<file path="src/rtl/gray_in_decoder_if.sv">
// Pin-side bundle for the Gray-code receiver: raw encoder pins in, decoded
// value, step/error pulses and the running position out.
interface gray_in_decoder_if #(
  parameter int BITS  = 5,
  parameter int POS_W = 16
);
  logic [BITS-1:0]  GRAY_IN;
  logic [BITS-1:0]  VALUE;
  logic             VALID;
  logic             STEP;
  logic             DIR;
  logic             ERR;
  logic [POS_W-1:0] POSITION;

  modport master (
    output GRAY_IN,
    input  VALUE, VALID, STEP, DIR, ERR, POSITION
  );

  modport slave (
    input  GRAY_IN,
    output VALUE, VALID, STEP, DIR, ERR, POSITION
  );
endinterface

</file>
<file path="src/rtl/gray_in_decoder.sv">
// Receives an asynchronous reflected-Gray code, synchronizes and debounces it,
// converts to binary and tracks +1/-1 steps into a signed position counter.
//
// state    | meaning
// ST_INIT  | waiting for the first stable code after reset; no steps reported
// ST_TRACK | VALUE holds a reference code; each accepted change is classified
module gray_in_decoder #(
  parameter int BITS      = 5,
  parameter int FILT_LOG2 = 4,
  parameter int POS_W     = 16
) (
  input logic              CLK,
  input logic              RST,
  gray_in_decoder_if.slave bus
);

  typedef enum logic {ST_INIT, ST_TRACK} state_t;

  localparam logic [FILT_LOG2-1:0] CNT_MAX  = {FILT_LOG2{1'b1}};
  localparam logic [BITS-1:0]      DELTA_UP = BITS'(1);
  localparam logic [BITS-1:0]      DELTA_DN = {BITS{1'b1}};

  function automatic logic [BITS-1:0] gray2bin(input logic [BITS-1:0] g);
    logic [BITS-1:0] b;
    b = '0;
    b[BITS-1] = g[BITS-1];
    for (int i = BITS - 2; i >= 0; i--) begin
      b[i] = b[i+1] ^ g[i];
    end
    return b;
  endfunction

  logic [BITS-1:0]      sync_1;
  logic [BITS-1:0]      sync_s;
  logic [2:0]           sync_fill;
  logic [BITS-1:0]      cand;
  logic [FILT_LOG2-1:0] cnt;
  logic                 fired;
  logic                 accept;
  logic                 load;
  logic [BITS-1:0]      cand_bin;
  logic [BITS-1:0]      delta;

  state_t               state, state_nxt;

  logic [BITS-1:0]      value_q,  value_nxt;
  logic                 valid_q,  valid_nxt;
  logic                 step_q,   step_nxt;
  logic                 dir_q,    dir_nxt;
  logic                 err_q,    err_nxt;
  logic [POS_W-1:0]     pos_q,    pos_nxt;

  // Until sync_fill is full the synchronizer output is not yet a real sample,
  // so the candidate is reloaded; this keeps post-reset latency equal to the
  // latency for any later input change.
  assign load   = !sync_fill[2] || (sync_s != cand);
  assign accept = (cnt == CNT_MAX) && !fired;

  always_ff @(posedge CLK) begin
    if (RST) begin
      sync_1    <= '0;
      sync_s    <= '0;
      sync_fill <= '0;
      cand      <= '0;
      cnt       <= '0;
      fired     <= 1'b0;
    end else begin
      sync_1    <= bus.GRAY_IN;
      sync_s    <= sync_1;
      sync_fill <= {sync_fill[1:0], 1'b1};
      if (load) begin
        cand  <= sync_s;
        cnt   <= '0;
        fired <= 1'b0;
      end else begin
        if (cnt != CNT_MAX) begin
          cnt <= cnt + FILT_LOG2'(1);
        end
        if (accept) begin
          fired <= 1'b1;
        end
      end
    end
  end

  assign cand_bin = gray2bin(cand);
  assign delta    = cand_bin - value_q;

  always_ff @(posedge CLK) begin
    if (RST) begin
      state <= ST_INIT;
    end else begin
      state <= state_nxt;
    end
  end

  always_comb begin
    state_nxt = state;
    case (state)
      ST_INIT:  if (accept) state_nxt = ST_TRACK;
      ST_TRACK: state_nxt = ST_TRACK;
      default:  state_nxt = ST_INIT;
    endcase
  end

  always_comb begin
    value_nxt = value_q;
    valid_nxt = valid_q;
    step_nxt  = 1'b0;
    dir_nxt   = dir_q;
    err_nxt   = 1'b0;
    pos_nxt   = pos_q;
    case (state)
      ST_INIT: begin
        if (accept) begin
          value_nxt = cand_bin;
          valid_nxt = 1'b1;
        end
      end
      ST_TRACK: begin
        if (accept && (delta != '0)) begin
          value_nxt = cand_bin;
          if (delta == DELTA_UP) begin
            step_nxt = 1'b1;
            dir_nxt  = 1'b1;
            pos_nxt  = pos_q + POS_W'(1);
          end else if (delta == DELTA_DN) begin
            step_nxt = 1'b1;
            dir_nxt  = 1'b0;
            pos_nxt  = pos_q - POS_W'(1);
          end else begin
            err_nxt = 1'b1;
          end
        end
      end
      default: ;
    endcase
  end

  always_ff @(posedge CLK) begin
    if (RST) begin
      value_q <= '0;
      valid_q <= 1'b0;
      step_q  <= 1'b0;
      dir_q   <= 1'b0;
      err_q   <= 1'b0;
      pos_q   <= '0;
    end else begin
      value_q <= value_nxt;
      valid_q <= valid_nxt;
      step_q  <= step_nxt;
      dir_q   <= dir_nxt;
      err_q   <= err_nxt;
      pos_q   <= pos_nxt;
    end
  end

  assign bus.VALUE    = value_q;
  assign bus.VALID    = valid_q;
  assign bus.STEP     = step_q;
  assign bus.DIR      = dir_q;
  assign bus.ERR      = err_q;
  assign bus.POSITION = pos_q;

endmodule

</file>
<file path="src/flat_wrapper.sv">
// flat-port wrapper written by rule: the top's interface ports become plain ports
module gray_in_decoder_flat 
#(
  parameter int BITS      = 5,
  parameter int FILT_LOG2 = 4,
  parameter int POS_W     = 16
)
  (CLK, RST, bus_GRAY_IN, bus_VALUE, bus_VALID, bus_STEP, bus_DIR, bus_ERR, bus_POSITION);
  gray_in_decoder_if #(.BITS(BITS), .POS_W(POS_W)) bus_i ();
  input logic CLK;
  input logic RST;
  input wire logic [$bits(bus_i.GRAY_IN)-1:0] bus_GRAY_IN;
  output wire logic [$bits(bus_i.VALUE)-1:0] bus_VALUE;
  output wire logic [$bits(bus_i.VALID)-1:0] bus_VALID;
  output wire logic [$bits(bus_i.STEP)-1:0] bus_STEP;
  output wire logic [$bits(bus_i.DIR)-1:0] bus_DIR;
  output wire logic [$bits(bus_i.ERR)-1:0] bus_ERR;
  output wire logic [$bits(bus_i.POSITION)-1:0] bus_POSITION;
  assign bus_i.GRAY_IN = bus_GRAY_IN;
  assign bus_VALUE = bus_i.VALUE;
  assign bus_VALID = bus_i.VALID;
  assign bus_STEP = bus_i.STEP;
  assign bus_DIR = bus_i.DIR;
  assign bus_ERR = bus_i.ERR;
  assign bus_POSITION = bus_i.POSITION;
  gray_in_decoder #(.BITS(BITS), .FILT_LOG2(FILT_LOG2), .POS_W(POS_W)) u_core (.CLK(CLK), .RST(RST), .bus(bus_i));
endmodule
</file>
<file path="config.mk">
export PLATFORM = sky130hd
export DESIGN_NAME = gray_in_decoder_flat
export DESIGN_NICKNAME = d
export VERILOG_FILES = /design/src/rtl/gray_in_decoder_if.sv /design/src/rtl/gray_in_decoder.sv /design/src/flat_wrapper.sv
export SDC_FILE = /design/constraint.sdc
export NUM_CORES = 1
export LEC_CHECK = 0
export CAP_MARGIN = 20
export CORE_MARGIN = 4
export CORE_UTILIZATION = 50
export CTS_CLUSTER_DIAMETER = 120
export DETAILED_ROUTE_END_ITERATION = 6
export PLACE_DENSITY_LB_ADDON = 0.2
export SYNTH_ARGS = -nofsm -noshare
export SYNTH_HDL_FRONTEND = slang
export SYNTH_SLANG_ARGS = --single-unit
</file>
<file path="constraint.sdc">
create_clock -name CLK -period 5.2 [get_ports CLK]
set_clock_uncertainty 0.15 [all_clocks]
set_input_delay 1.04 -clock CLK [delete_from_list [all_inputs] [get_ports CLK]]
set_output_delay 1.04 -clock CLK [all_outputs]
set_load 0.01 [all_outputs]
</file>
Word-level counts from Yosys, hierarchy flattened --
Cells that the tools add are included.
Storage, ports and cells: register bits 49, input port bits 7, output and inout bits 25, word-level logic and storage cells 57
Cells by class: $add $sub $neg 4, equality and inequality tests 7, multiplexer cells 13, bitwise gates (word level) 6, reduce and logical (&&, ||, !) cells 13
Operator list (number):
- 2-to-1 mux 16 bit | 2
- adder 16 x 1 -> 16 bit (second input constant) | 1
- subtractor 16 x 1 -> 16 bit (second input constant) | 1
- 2-to-1 mux 5 bit | 2
- case mux 5 bit (2 select lines) | 1
- 2-to-1 mux 1 bit | 7
- == test 5 x 1 -> 1 bit (second input constant) | 1
- == test 5 bit (second input constant) | 1
- inequality test 5 bit | 1
- nonzero test 5 bit | 1
- subtractor 5 bit | 1
- adder 4 x 1 -> 4 bit (second input constant) | 1
- == test 4 bit (second input constant) | 1
- inequality test 4 bit (second input constant) | 1
- AND reduction 2 bit | 2
- OR reduction 4 bit | 1
- XOR 1 bit | 4
- AND reduction 3 bit | 1
- OR reduction 3 bit | 1
- logical AND 1 bit | 2
- logical NOT 1 bit | 2
- inequality test 2 x 1 -> 1 bit (second input constant) | 1
- inequality test 2 bit (second input constant) | 1
- NOT 1 bit | 2
- 4 further kinds | 4

Depth between registers and ports, before layout --
depth after elaboration 9, mapped depth 20

Worst setup path before layout --
OpenSTA, ideal clock, no wires.
path type register to register, from reg u_core.cand[4], to reg u_core.pos_q[15], in the netlist u_core.bus.POSITION[15], arrival time 4.893 ns, data required time 4.927 ns, path slack 0.033 ns, stages on the path, launching flop included 21, buffers on the path 1, clock period less this slack 5.167 ns, cells stage by stage dfxtp_1 xor2_1 xor2_1 xnor2_1 inv_1 xnor2_1 ha_1 fa_1 nand2b_1 a21oi_1 xnor2_1 nor3_1 nand2_1 ha_1 clkbuf_1 nand4_1 o41ai_1 a31oi_1 o31ai_1 mux2i_1 mux2_1
Between the ends: word-level cells in the longest chain between the ends 8, elaborated cells on any way between the ends 12, those cells by class 1 x add/sub; 2 x eq/ne; 1 x mux; 4 x bitwise; 4 x reduce/logical
Ends and longest elaborated chain:
- start: declaration | line gray_in_decoder.sv:36 | logic [BITS-1:0] cand;
- start signal: assignment | line gray_in_decoder.sv:72 | cand <= sync_s;
- XOR 1 bit (*) | line gray_in_decoder.sv:28 | b[i] = b[i+1] ^ g[i];
- via u_core.cand_bin[3] | line gray_in_decoder.sv:41 | logic [BITS-1:0] cand_bin;
- XOR 1 bit (*) | line gray_in_decoder.sv:28
- via u_core.cand_bin[2] | line gray_in_decoder.sv:41
- XOR 1 bit (*) | line gray_in_decoder.sv:28
- via u_core.cand_bin[1] | line gray_in_decoder.sv:41
- XOR 1 bit | line gray_in_decoder.sv:28
- subtractor 5 bit (*) | line gray_in_decoder.sv:87 | assign delta = cand_bin - value_q;
- == test 5 bit (tied with other cells) | line gray_in_decoder.sv:127 | end else if (delta == DELTA_DN) begin
- nonzero test 2 bit (no line) / logical AND 1 bit (equally long branches)
- AND reduction 3 bit (no line)
- end signal: assignment | line gray_in_decoder.sv:154 | pos_q <= pos_nxt;
- end: declaration | line gray_in_decoder.sv:51 | logic [POS_W-1:0] pos_q, pos_nxt;
Mark *: on every way through the listed nets, which the timed path passes. The rest lies on a longest branch. A chain may end at the register's enable or synchronous reset.

Worst setup path after layout --
Same ends and word-level chain as after synthesis.

==> results by group <==
Logic synthesis
  • Synth cell count leaders: 49 x dfxtp_1, 27 x nor2_1, 26 x a21oi_1
  • Synth Instances: 306
  • Primary FF master, synth: dfxtp_1
  • Post-synth top area cell: dfxtp_1
  • Yosys warns: 0
  • Syn Nets: 336
  • Synth top area cells: dfxtp_1 36%, ha_1 9.8%, nor2b_1 5.3%
  • Number of library cell types mapped by synthesis: 51
  • Count leader, synth: dfxtp_1
  • EDFF count, synth: 0
  • Cell area after synthesis: 0.00269 mm²
  • Flops & latches, synth: 49
  • Post-synthesis sequential area ratio: 36.4%
  • Top-area cell type share of the netlist area: 36.4%
  • Synth Area per Inst: 8.80 µm²
  • Async S/R FF share, synth: 0%

Die
  • Num ports: 32
  • Core Footprint: 0.00517 mm²
  • Starting Density: 52.1%
  • Die height: 81.4 µm
  • Width of the die: 81.4 µm
  • DIE AREA: 0.00663 mm²
  • # rows: 26

Setup path
  • Slowest CP cell: fa_1
  • Worst Setup SP: u_core.cand[4]
  • Setup CP Type: reg2reg
  • CP Data Arrival Time: 4950 ps
  • Buf/Inv on CP: 2
  • Worst-path cell chain: xor2_2, xor2_1, xnor2_1, inv_1, xnor2_1, ha_1, fa_1, xor2_1, nand2_1, nor3_4, nand2_4, buf_4, ha_1, nand3_1, or2_2, o31ai_1, mux2i_1, mux2_1
  • Crit-path leading delay family: simple AND/OR/NAND/NOR gates
  • Crit path required time: 5250 ps
  • CP max stage delay: 400 ps
  • Crit end category: register
  • R2R Path Start: u_core.cand[4]
  • Crit Path Max Fanout: 8
  • Setup crit start kind: register

Drt
  • TritonRoute pass-1 iters: 4
  • Via count: 2292
  • Total Routed Length: 5550 µm
  • First-iteration detailed-routing DRC count: 77
  • Routed Antenna Nets: 0
  • WL/cell: 13.4 µm
  • DR vias/cell: 5.52
  • Post-route DRC: 0

Min path
  • Hold/Removal Path Class: reg2reg
  • Min-delay src: u_core.sync_1[1]

CTS
  • H-tree Lvls: 2
  • Total CTS buffers: 5
  • Clock sinks: 49
  • Bufs on Longest Clock Path: 2
  • CTS tree: yes
  • Worst-skew pair later-pin latency: 300 ps
  • Clk root buf: clkbuf_8
  • Clk slew on worst S/H paths: 100 ps

Placement
  • RePlAce Congestion: 0.864
  • Port-buffer cells: 31
  • Cell Area, Placed: 0.00311 mm²
  • DPL Wire Length: 4060 µm

Power and ir drop
  • PwrDens: 242 mW/mm²
  • Worst VDD drop: 0.163 mV
  • Pleak: 1.37 nW

Timing
  • Post-route minimum period: 4900 ps
  • Hold Slack: 296 ps
  • Worst-margin pin slew: 826 ps
  • Fin. max-slew vios: 0
  • Final setup violation count: 0
  • Final Hold Violating Endpoints: 0
  • Max-slew headroom: 44.3%
  • Max Clock Freq: 0.204 GHz
  • Setup_tns: 0 ps
  • Tcrit/Tclk final: 94.2%

GRT
  • First-pass GRT wire length: 9320 µm
  • GR Layer Usage met2: 31.4%
  • Met3 usage: 3.10%
  • Tot GR Track Use: 17.6%
  • Busiest grt layer: met2
  • Pin count of the biggest net entering global routing: 46
  • GRT met1 Usage: 21.1%
  • Initial antenna violation count: 0
  • Congestion Overflow GR: 0
  • Vias in the first global route: 2186

Finish
  • Area grow syn2layout: 21.6%
  • Fin nets: 374
  • Ant. Diodes: 0
  • # fillers: 447
  • Layout cell share with drive strength beyond 1: 8.41%
  • Cell area after layout: 0.00327 mm²

Flow run
  • Maximum Capacitance Violations: 0

Status
  • Status: completed
-- kinds of logic after synthesis --
group | after synthesis | synth area share, %
AOI/OAI and AO/OA | 75 | 18.3
xor gates and xnor gates | 22 | 7.15
muxes | 6 | 2.28
adders and majority gates | 23 | 11.2
DFF | 49 | 36.4
and+or+nand+nor | 106 | 21.1
buffers and inverters | 25 | 3.53
-- flip-flops by register name, summed over array words and instances (netlist names) --
signal and flops:
u_core.bus.DIR 1, u_core.bus.STEP 1, u_core.state 1, u_core.sync_s 5, u_core.cand 5, u_core.sync_fill 3
u_core.cnt 4, u_core.bus.ERR 1, u_core.sync_1 5, u_core.fired 1, u_core.bus.VALUE 5, u_core.bus.VALID 1
u_core.bus.POSITION 16
-- metrics by stage --
step           power, W  setup slack (ps)  utilization (%)  instances
2_1_floorplan  0.000479              33.4                -        306
3_3_place_gp   0.000502               131             60.0        404
3_5_place_dp   0.000505              -118             60.0        404
4_1_cts        0.000788              48.4             62.4        412
5_1_grt        0.000830             -23.1             63.3        415
6_report       0.000794               299             63.3        415
-- cell type report --
cell class                      count  area [µm²]  area share (%)
Tap cell                           70        87.6            2.67
Clock inverter                      3        47.5            1.45
Clock buffer                        5        68.8            2.10
Inverter                           15        56.3            1.72
Timing Repair Buffer               40         378            11.5
Multi-Input combinational cell    233        1650            50.5
Sequential cell                    49         982            30.0
-- power breakdown --
part | leakage [nW] | total, W | internal, W | switching (W)
clock | 0.0591 | 0.000285 | 0.000147 | 0.000138
combinational | 0.911 | 0.000125 | 0.0000542 | 0.0000711
sequential | 0.398 | 0.000384 | 0.000381 | 0.00000276
total | 1.37 | 0.000794 | 0.000582 | 0.000212
-- worst reg2reg max path: cells and delay by family (launching register included) --
family	cells	cell delay (ps)
buf+inv	2	320
mux	2	570
fa+ha+maj	3	990
compound gates	1	270
xor+xnor	5	1030
flops	1	390
simple gates	5	1070
-- path summary, 6_finish.rpt --
check / cells past startpoint / end / slack [ps]
max: 18 / u_core.bus.POSITION[15] / 300
min: 1 / u_core.sync_s[1] / 300
max reg2reg: 18 / u_core.bus.POSITION[15] / 300
min reg2reg: 1 / u_core.sync_s[1] / 300
-- layout by cell type, fill, tap and decap left out, types with 6 or more instances in the layout --
cell	instances
nor2b_1	23
inv_1	15
nand2_1	8
ha_1	21
a21oi_1	25
nor2_1	27
dfxtp_1	48
xor2_1	8
clkdlybuf4s50_1	31
buf_4	9
nand3_1	17
nand4_1	6
xnor2_1	13
o21ai_0	12
-- layer usage --
metal  wire length [µm]  vias to the layer above
met5                  0                        -
met2               2700                       35
li1                   -                     1181
met1               2620                     1070
met3                172                        6
met4                 65                        0
-- repair_timing --
item	4_1_cts	5_1_grt
pin swaps	0	3
setup endpoints to repair	2	8
hold buffers	0	0
cloned	0	1
buffers inserted	0	2
resized for setup	2	5
Note: power is estimated with default switching activity, not from simulation.
